[src/rtl/instruction_fetch.sv]
// ---------------------------------------------------------------------------
// instruction_fetch
//
// Fetch stage that sits directly in front of the control unit. It holds the
// PC, issues one word read at a time to the I-cache, and registers the
// returned instruction in the IF/ID register. It also drives the
// Opcode/Funct7/Funct3 fields to decode.
//
// A 1-entry skid buffer absorbs decode back-pressure. Branch/jump redirects
// are applied even when they arrive while a cache access is still in flight.
//
// Handshakes:
//   I-cache : a request is presented while icache_ren=1. It completes in the
//             first cycle with icache_ren=1 and icache_stall=0 ("accept"),
//             and icache_rdata is valid in that cycle. While stalled, ren and
//             addr are held stable. At most one access is outstanding.
//   Decode  : IF/ID holds a real instruction while ifid_valid=1. The
//             instruction is taken by decode on any edge with id_hold=0. With
//             id_hold=1 and ifid_valid=1 the register is frozen.
//
// Ports:
//   clk, rst_n             clock, asynchronous active-low reset
//   icache_ren/addr        read request, word address = pc[BITS-1:2]
//   icache_stall/rdata     completion flag and instruction word
//   id_hold                decode back-pressure
//   redirect/redirect_pc   one-cycle taken-branch pulse and its target
//   ifid_valid/pc/instr    IF/ID register contents
//   Opcode/Funct7/Funct3   decode fields of ifid_instr
//   dbg_state              FSM state (0 = REQ, 1 = FULL)
// ---------------------------------------------------------------------------
module instruction_fetch #(
  parameter int               BITS      = 32,
  parameter logic [BITS-1:0]  RESET_PC  = '0,
  parameter logic [BITS-1:0]  NOP_INSTR = 'h13
) (
  input  logic              clk,
  input  logic              rst_n,
  output logic              icache_ren,
  output logic [BITS-3:0]   icache_addr,
  input  logic              icache_stall,
  input  logic [BITS-1:0]   icache_rdata,
  input  logic              id_hold,
  input  logic              redirect,
  input  logic [BITS-1:0]   redirect_pc,
  output logic              ifid_valid,
  output logic [BITS-1:0]   ifid_pc,
  output logic [BITS-1:0]   ifid_instr,
  output logic [6:0]        Opcode,
  output logic [6:0]        Funct7,
  output logic [2:0]        Funct3,
  output logic [0:0]        dbg_state
);

  localparam logic [0:0] ST_REQ  = 1'b0;
  localparam logic [0:0] ST_FULL = 1'b1;

  logic [0:0]      state;
  logic [BITS-1:0] pc;
  logic [BITS-1:0] skid_pc;
  logic [BITS-1:0] skid_instr;
  logic            pend_valid;
  logic [BITS-1:0] pend_pc;

  logic            in_req;
  logic            accept;
  logic            ifid_open;
  logic [BITS-1:0] redirect_tgt;
  logic            squash;
  logic [BITS-1:0] squash_tgt;
  logic            fetch_to_ifid;
  logic            fetch_to_skid;
  logic            skid_to_ifid;

  assign in_req = (state == ST_REQ);

  // ren is gated by rst_n so that an in-flight request is dropped the moment
  // reset is asserted, not at the next clock edge.
  assign icache_ren  = rst_n & in_req;
  assign icache_addr = pc[BITS-1:2];

  assign accept       = icache_ren & ~icache_stall;
  assign ifid_open    = ~ifid_valid | ~id_hold;
  assign redirect_tgt = redirect_pc & ~BITS'(3);

  // A completing access is thrown away if a redirect arrives in the same
  // cycle or was recorded while the access was stalled. A same-cycle
  // redirect is newer than any saved target, so it takes priority.
  assign squash     = accept & (redirect | pend_valid);
  assign squash_tgt = redirect ? redirect_tgt : pend_pc;

  assign fetch_to_ifid = accept & ~squash & ifid_open;
  assign fetch_to_skid = accept & ~squash & ~ifid_open;
  assign skid_to_ifid  = ~in_req & ~redirect & ~id_hold;

  always_ff @(posedge clk or negedge rst_n) begin
    if (!rst_n) begin
      state      <= ST_REQ;
      pc         <= RESET_PC;
      skid_pc    <= '0;
      skid_instr <= '0;
      pend_valid <= 1'b0;
      pend_pc    <= '0;
      ifid_valid <= 1'b0;
      ifid_pc    <= '0;
      ifid_instr <= NOP_INSTR;
    end else begin
      // Program counter
      if (squash) begin
        pc <= squash_tgt;
      end else if (fetch_to_ifid || fetch_to_skid) begin
        pc <= pc + BITS'(4);
      end else if (!in_req && redirect) begin
        pc <= redirect_tgt;
      end

      // Pending redirect target. A redirect during a stall must not disturb
      // the request that the cache is still working on.
      if (squash) begin
        pend_valid <= 1'b0;
      end else if (in_req && icache_stall && redirect) begin
        pend_valid <= 1'b1;
        pend_pc    <= redirect_tgt;
      end

      // Skid buffer and FSM. FULL means the skid buffer is occupied.
      if (fetch_to_skid) begin
        skid_pc    <= pc;
        skid_instr <= icache_rdata;
        state      <= ST_FULL;
      end else if (!in_req && (redirect || !id_hold)) begin
        state <= ST_REQ;
      end

      // IF/ID register. A redirect squashes it regardless of id_hold.
      if (redirect) begin
        ifid_valid <= 1'b0;
        ifid_instr <= NOP_INSTR;
      end else if (fetch_to_ifid) begin
        ifid_valid <= 1'b1;
        ifid_pc    <= pc;
        ifid_instr <= icache_rdata;
      end else if (skid_to_ifid) begin
        ifid_valid <= 1'b1;
        ifid_pc    <= skid_pc;
        ifid_instr <= skid_instr;
      end else if (!id_hold) begin
        ifid_valid <= 1'b0;
        ifid_instr <= NOP_INSTR;
      end
    end
  end

  assign Opcode    = ifid_instr[6:0];
  assign Funct7    = ifid_instr[31:25];
  assign Funct3    = ifid_instr[14:12];
  assign dbg_state = state;

endmodule

[config.mk]
export PLATFORM = sky130hd
export DESIGN_NAME = instruction_fetch
export DESIGN_NICKNAME = d
export VERILOG_FILES = /design/src/rtl/instruction_fetch.sv
export SDC_FILE = /design/constraint.sdc
export NUM_CORES = 1
export LEC_CHECK = 0
export CORE_MARGIN = 8
export CORE_UTILIZATION = 46
export DETAILED_ROUTE_END_ITERATION = 8
export HOLD_SLACK_MARGIN = 0.03
export PLACE_DENSITY_LB_ADDON = 0.08
export SYNTH_ARGS = -nofsm -noshare
export SYNTH_HDL_FRONTEND = slang
export SYNTH_SLANG_ARGS = --single-unit
[constraint.sdc]
create_clock -name clk -period 1.95 [get_ports clk]
set_clock_uncertainty 0.15 [all_clocks]
set_input_delay 0.39 -clock clk [delete_from_list [all_inputs] [get_ports clk]]
set_output_delay 0.39 -clock clk [all_outputs]
set_load 0.01 [all_outputs]
### Word-level counts from Yosys, hierarchy flattened

Cells that the tools add are included.

| storage, ports and cells | value |
|---|---|
| flip-flop bits (word level) | 193 |
| input port bits | 69 |
| output and inout bits | 114 |
| word-level logic and storage cells | 59 |

| operators by class | value |
|---|---|
| add/subtract/negate cells | 1 |
| eq/ne operators | 1 |
| mux-type cells | 18 |
| bitwise operators | 17 |
| reductions and logical operators | 13 |

Operator list:

| kind | number |
|---|---|
| two-way mux 32 bit | 10 |
| adder 32 x 3 -> 32 bit (second input constant) | 1 |
| bitwise AND 1 bit | 8 |
| two-way mux 1 bit | 8 |
| NOT 1 bit | 7 |
| nonzero test 2 bit | 3 |
| logical AND 1 bit | 4 |
| inequality test 4 x 1 -> 1 bit (second input constant) | 1 |
| AND reduction 2 bit | 2 |
| nonzero test 3 bit | 1 |
| logical OR 1 bit | 2 |
| OR 1 bit | 2 |
| zero test 1 bit | 1 |

### Longest topological paths before layout

| depth | value |
|---|---|
| depth in word-level cells | 10 |
| depth in mapped cells | 8 |
| mapped depth without buffers | 6 |

### Worst setup path before layout

No wires, ideal clock.

| timing path | value |
|---|---|
| path type | input to register |
| start point | input redirect |
| end point | register skid_pc[2] |
| setup time | 0.128 ns |
| arrival | 1.863 ns |
| required time | 1.672 ns |
| path slack | -0.190 ns |
| cell stages on the path | 6 |
| path buffers | 2 |
| cell sequence | buf_4 nor4b_4 nand2_2 nor2_4 buf_6 mux2_1 |

| on the way | value |
|---|---|
| word-level cells in the longest chain between the ends | 5 |

RTL lines:

| element | line | source |
|---|---|---|
| start, declared | 43 | `input logic redirect,` |
| OR 1 bit | 88 | `assign squash = accept & (redirect \| pend_valid);` |
| bitwise AND 1 bit | 88 |  |
| NOT 1 bit (no line) | -- |  |
| bitwise AND 1 bit (2 in series) | 92 | `assign fetch_to_skid = accept & ~squash & ~ifid_open;` |
| end signal, assigned | 127 | `skid_pc <= pc;` |
| end, declared | 59 | `logic [BITS-1:0] skid_pc;` |

Every way passes these cells.
A chain may end at the register's enable or synchronous reset.

### Worst setup path after layout

| timing path | value |
|---|---|
| start point | register state (netlist: dbg_state) |
| end point | register skid_instr[18] |

| on the way | value |
|---|---|
| word-level cells in the longest chain between the ends | 7 |

RTL lines:

| element | line | source |
|---|---|---|
| start, declared | 57 | `logic [0:0] state;` |
| start signal, assigned | 97 | `state <= ST_REQ;` |
| start signal, assigned | 129 | `state <= ST_FULL;` |
| start signal, assigned | 131 | `state <= ST_REQ;` |
| NOT 1 bit * | 74 | `assign in_req = (state == ST_REQ);` |
| bitwise AND 1 bit * | 78 | `assign icache_ren = rst_n & in_req;` |
| bitwise AND 1 bit * | 81 | `assign accept = icache_ren & ~icache_stall;` |
| bitwise AND 1 bit | 88 |  |
| NOT 1 bit (no line) | -- |  |
| bitwise AND 1 bit * (2 in series) | 92 |  |
| end signal, assigned | 128 | `skid_instr <= icache_rdata;` |
| end, declared | 60 | `logic [BITS-1:0] skid_instr;` |

Every way passes the cells marked *; elsewhere a longest branch is shown, timed or not.

==> summary.md <==
| Metric | Value |
|---|---|
| Clk sinks | 187 |
| Port bufs | 178 |
| Reg2reg setup slack | -0.06 ns |
| Max Freq | 497 MHz |
| Max cap viols | 0 |
| Via/cell ratio | 5.62 |
| Core area | 18,600 µm² |
| Sequential area share after synthesis | 54.2% |
| Vias in the first global route | 7,814 |
| Number of synthesized flops with an enable pin | 0 |
| Rel. slew slack | 48.7% |
| Total Die Area | 23,400 µm² |
| First DRT Iteration DRCs | 610 |
| Final WS setup | -0.0629 ns |
| Worst-Skew Late Latency | 0.43 ns |
| Failing checks | setup timing |
| Ys flop type | dfrtp_1 |
| Ports | 183 |
| Die W | 153 µm |
| Reg2Reg Launch Point | dbg_state |
| Clk pin slew, worst setup/hold paths | 0.07 ns |
| Crit-path max FO | 7 |
| Final hold violations | 0 |
| Routed wire per std cell | 20.8 µm |
| CP max stage cell | dfrtp_1 |
| DR DRC count | 0 |
| Slew Viols, Final | 0 |
| GPL Wtd Cong | 0.882 |
| Peak supply drop | 0.000620 V |
| Row cnt | 50 |
| Root Driver | clkbuf_16 |
| NumNets Final | 1,148 |
| Drt pass-1 iters | 5 |
| Synthesized area per cell | 10.6 µm² |
| Leakage | 5.87 nW |
| Asr flop ratio synth | 100% |
| Crit path largest cell delay | 0.41 ns |
| Worst min path class | input port to async pin |
| Die H | 153 µm |
| Final worst path period share | 103% |
| Total wire length | 27.6 mm |
| Gr usage total | 22.9% |
| Share of cells above drive strength 1 | 28.3% |
| Reg2reg end | skid_instr[18] |
| CTS tree | built |
| CTS Buf Count | 17 |
| Mapped Area | 8640 µm² |
| Pin count of the biggest net entering global routing | 64 |
| GRT overflow | 0 |
| Area grow syn2layout | 46.2% |
| Worst Path Class, Setup | register to register |
| Worst Tran Pin Value | 0.769 ns |
| Setup violations, final | 49 |
| Yosys reg bits | 187 |
| P per Cell Area | 856 nW/µm² |
| WP buf/inv | 3 |
| Post-DP HPWL | 18.4 mm |
| First-pass GRT wire length | 42.9 mm |
| Final ANT Viol Nets | 0 |
| Critical Path Most Common Cell | buf_6 |
| CTS Buffer Depth | 2 |
| RSZ-0062 raised after global routing | true |
| R2R depth | 7 |
| CP delay by family, top | simple AND/OR/NAND/NOR gates |
| H-Tree Depth | 4 |
| Initial antenna violation count | 1 |
| Distinct cells, synth | 59 |
| Non-filler cells, final | 1,324 |
| Placed cells | 1,249 |
| Total negative slack | -1.47 ns |
| Vias | 7,437 |
| Worst EP required | 2.11 ns |
| Outcome | complete, but fails checks |
| WP data arrival | 2.17 ns |
| Starting density of the core | 46.5% |
| Ys Warns | 0 |
| Crit end category | register |
| Cells after synthesis | 815 |
| Final Critical Period | 2.01 ns |
| CP Cell Sequence | buf_6 > nor4b_4 > nand2_2 > nor2_4 > buf_6 > clkbuf_16 > mux2_4 |
| Antenna cell count | 0 |
| Startpoint types | register |
-- per-layer routing --
metal | wire length (µm) | vias to the layer above | GRT usage, %
met3 | 1600 | 28 | 5.53
met5 | 8 | - | 0
met2 | 13500 | 240 | 38.1
met1 | 12100 | 3741 | 29.3
li1 | - | 3426 | -
met4 | 427 | 2 | 6.50
-- registers in the layout, indices dropped and copies added (netlist names) --
signal / flops
dbg_state: 1
ifid_instr: 32
ifid_pc: 30
ifid_valid: 1
pc: 30
pend_pc: 30
pend_valid: 1
skid_instr: 32
skid_pc: 30
-- Yosys cell counts (4+ instances only) --
master	n	area (µm²)
buf_4	21	158
a21oi_1	59	295
o21ai_0	28	140
buf_2	12	60.1
nand3_1	20	100
nand2_1	50	188
mux2_1	59	664
a31oi_1	8	50.1
a211oi_1	4	30.0
buf_6	6	67.6
o22ai_1	35	219
a22oi_1	29	218
nand4_1	10	62.6
nor3_1	10	50.1
and3_1	14	87.6
dfrtp_1	184	4600
nor2_1	124	465
clkbuf_1	33	124
mux2_2	33	372
inv_1	6	22.5
-- worst min-delay path, stage by stage --
cell and delay [ns]:
clkbuf_8 0.14, buf_4 0.12, buf_4 0.60
-- cell families (layout without fill, tap and decap cells) --
group | after synthesis | in the layout | share of synthesized area (%)
mux | 94 | 94 | 12.2
flops | 187 | 187 | 54.2
compound gates | 192 | 192 | 13.9
simple gates | 253 | 253 | 13.8
buf+inv | 81 | 355 | 5.13
fa+ha+maj | 1 | 1 | 0.145
other cells | 1 | 2 | 0.0434
xor+xnor | 6 | 6 | 0.608
-- worst max-delay path by stage --
stage / startpoint / to / slack (ns) / cells after the start
CTS: dbg_state / skid_instr[16] / -0.09 / 7
floorplan: redirect / skid_pc[12] / -0.08 / 6
detailed placement: icache_stall / pc[11] / -0.63 / 6
global route: dbg_state / skid_instr[18] / -0.10 / 7
global placement: icache_stall / pc[23] / -0.57 / 6
finish: dbg_state / skid_instr[18] / -0.06 / 7
-- report_power, final --
part	internal (W)	switching [W]	leakage, nW	total [W]
clock	0.00194	0.00154	0.277	0.00348
sequential	0.00439	0.000329	2.36	0.00472
combinational	0.00139	0.00122	3.23	0.00261
-- per-stage QoR --
| step | setup slack (ns) | util, % | power (W) | cell area (µm²) | hold WS [ns] |
|---|---|---|---|---|---|
| final | -0.0629 | 68.0 | 0.0108 | 12600 | 0.164 |
| after global routing | -0.103 | 68.0 | 0.0113 | 12600 | 0.223 |
| after CTS | -0.0877 | 65.7 | 0.0108 | 12200 | 0.188 |
| after detailed placement | -0.630 | 60.4 | 0.00722 | 11200 | 0.211 |
| after global placement | -0.575 | 60.4 | 0.00715 | 11200 | 0.203 |
| after floorplan | -0.0755 | - | 0.00573 | 8720 | -0.0556 |
-- final cells by class --
type,count,area [µm²]
Fill cell,1418,5940
Clock inverter,11,136
Timing Repair Buffer,318,3140
Inverter,6,22.5
Multi-Input combinational cell,548,3910
Tap cell,234,293
Clock buffer,20,447
Sequential cell,187,4690
-- layout by cell type (no fill, tap or decap), types with 9 or more instances in the layout --
master and count:
nand2_1 48, o22ai_1 35, dlymetal6s2s_1 14, clkdlybuf4s50_1 128, nand3_1 17, nor2_1 121, o21ai_0 22, nand4_1 10
dlygate4sd2_1 33, mux2_4 53, dfrtp_1 175, dfrtp_2 9, buf_6 16, clkbuf_16 20, a21oi_1 53, mux2_1 9
buf_12 11, mux2_2 30, buf_4 103, and3_1 13, a22oi_1 29
-- timing repair --
action / in CTS / in global routing
endpoints found under the hold margin: 41 / 0
setup buffers: 29 / 9
gates cloned: 3 / 4
pin swaps: 10 / 17
endpoints found under the setup margin: 183 / 232
hold buffers: 2 / 0
gates resized for setup: 79 / 92
No activity file was read; power rests on OpenSTA's default activity.
==> RTL change, RTL diff (same flow settings) <==
Reset style: synchronous (`rst_n`), changed in one clocked block. Comments in the files are not updated.
--- a/src/rtl/instruction_fetch.sv
+++ b/src/rtl/instruction_fetch.sv
@@ -92,7 +92,7 @@
   assign fetch_to_skid = accept & ~squash & ~ifid_open;
   assign skid_to_ifid  = ~in_req & ~redirect & ~id_hold;
 
-  always_ff @(posedge clk or negedge rst_n) begin
+  always_ff @(posedge clk) begin
     if (!rst_n) begin
       state      <= ST_REQ;
       pc         <= RESET_PC;
Check against the original RTL: differs if rst_n is asserted again (counterexample within 4 cycles, from zero or initial values and one cycle with rst_n low); with rst_n held inactive, the same outputs for 4 cycles.
==> RTL change against the original RTL <==
The flow still finishes with violations (negative setup slack). Utilization increased by 0.43 points. Worst setup slack got worse by 2.0 ps. Global-route usage increased by 0.32 points. Design area decreased by 2.7%. Non-clock buffer count decreased by 16. Sequential cell count unchanged. Routed wire length increased by 2.0%. Critical path depth increased by 1. Synthesized area decreased by 2.6%.
Power is not compared: it rests on default switching activity, and its combinational part moved more than twofold at a synthesized area within 25%.
==> RTL change: results (changes against the original RTL) <==
metric,value,unit,change
gr usage total,23.2,%,+0.32 points
Placed Area,11100,sq um,-1.6%
final setup margin,-64.9,ps,-2.03 ps
Net Switching,2.28,mW,
vias post-DR,8637,,+16%
"slowest stage delay, CP",370,ps,-40 ps
GPL Wtd Cong,0.893,,+1.3%
Post CTS Setup Buffer Count,8,,-72%
DP HPWL,18600,um,+1.5%
input/output buffers,178,,unchanged
CTS Root Cell,clkbuf_16,,
dominant synthesized flop cell,dfxtp_1,,
Finished Cell Area,12300,sq um,-2.7%
Placed Cells,1491,,+19%
fin. max-slew vios,0,,unchanged
first-pass GRT wire length,42400,um,-1.0%
final non-filler cell total,1536,,+16%
Synth top cells by count,"nand2_1 (282), dfxtp_1 (187), a21oi_1 (132), clkbuf_1 (65), nand3_1 (57)",,
WL final,28100,um,+2.0%
worst r2r src,dbg_state$_SDFFE_PN0P_,,
setup_tns,-1040,ps,+420 ps
Hold WC Path Type,flop to flop,,
Max Root-Sink Buffers,2,,unchanged
Area contributors post-synth,"dfxtp_1 (45%), nand2_1 (13%), a21oi_1 (7.9%), mux2i_1 (3.9%), nand3_1 (3.4%)",,
CP arrival,2230,ps,+60 ps
"Seq/Total Area, Yosys",44.5,%,-9.7 points
Async SR Flop Fraction,0,%,-100 points
TritonRoute pass-1 iters,5,,unchanged
Final setup viols,48,,-2.0%
# nets final,1365,,+19%
Cell variety after synth,60,,+1.7%
ANT cells,0,,unchanged
failing checks,negative setup slack,,
Max VDD drop,0.641,mV,
worst r2r path cells,8,,+1
vias in the first global route,7986,,+2.2%
Worst-Skew Late Latency,430,ps,about the same
CP Max Fanout,8,,+1
largest net degree at the start of global routing,93,,+45%
Fillers,1535,,+8.3%
critical path's slowest cell,or3_4,,
synthesized instance count,1082,,+33%
Reg-to-Reg End,skid_instr[11]$_SDFFE_PN0P_,,
Largest regs,"ifid_instr (32), skid_instr (32)",,
Fin Hold WS,306,ps,+142 ps
post-place setup slack,-522,ps,+108 ps
starting DRC count in detailed routing,645,,+5.7%
status,"complete, but fails checks",,
PostCTS Resize Cnt,69,,-13%
cell leakage power,4.61,nW,
share of layout cells above drive strength 1,20.0,%,-8.3 points
H-Tree Depth,4,,unchanged
-- RTL change: cell types whose count changed in the layout (fill, tap and decap cells not counted), sizes merged, moves of 31 or more --
cell / change
nand2: +231
dfxtp: +187
dfrtp: -184
mux2: -92
a21oi: +74
nor2: -69
nand3: +37
mux2i: +31
-- RTL change: worst max-delay path by stage --
| stage | end | from | slack (ps) |
|---|---|---|---|
| final | skid_instr[11]$_SDFFE_PN0P_ | dbg_state$_SDFFE_PN0P_ | -60 |
| after global routing | skid_instr[11]$_SDFFE_PN0P_ | dbg_state$_SDFFE_PN0P_ | -110 |
| after CTS | pc[18]$_SDFFE_PN0P_ | dbg_state$_SDFFE_PN0P_ | -70 |
| after detailed placement | icache_ren | rst_n | -520 |
| after global placement | icache_ren | rst_n | -510 |
| after floorplan | pc[4]$_SDFFE_PN0P_ | icache_stall | -60 |
-- RTL change: layout make-up --
type                            instances  area share (%)
Multi-Input combinational cell        780            36.8
Sequential cell                       187            30.8
Timing Repair Buffer                  302            24.9
Clock buffer                           17            3.46
Tap cell                              229            2.33
Clock inverter                         14            1.48
Inverter                                7           0.234
-- RTL change: worst max-delay path: cells and delay by family, from the launching register on --
kind,cells,cell delay [ps]
AND/OR/NAND/NOR,4,860
AO/OA/AOI/OAI,1,130
flip-flops,1,360
buffers and inverters,3,450
-- RTL change: logic make-up after synthesis --
family	count (synthesis)	share of synthesized area (%)
muxes	33	3.93
other	1	0.0446
DFF	187	44.5
and+or+nand+nor	458	23.7
buffers and inverters	118	6.84
AOI/OAI and AO/OA	273	19.6
adders and majority gates	1	0.149
xor gates and xnor gates	11	1.15
-- RTL change: per-layer routing --
layer / global-route usage [%] / part of all wire [%]
met4: 5.94 / 1.3
met1: 31.6 / 44
met2: 36.9 / 47
met5: 0 / 0.046
met3: 4.69 / 7.7
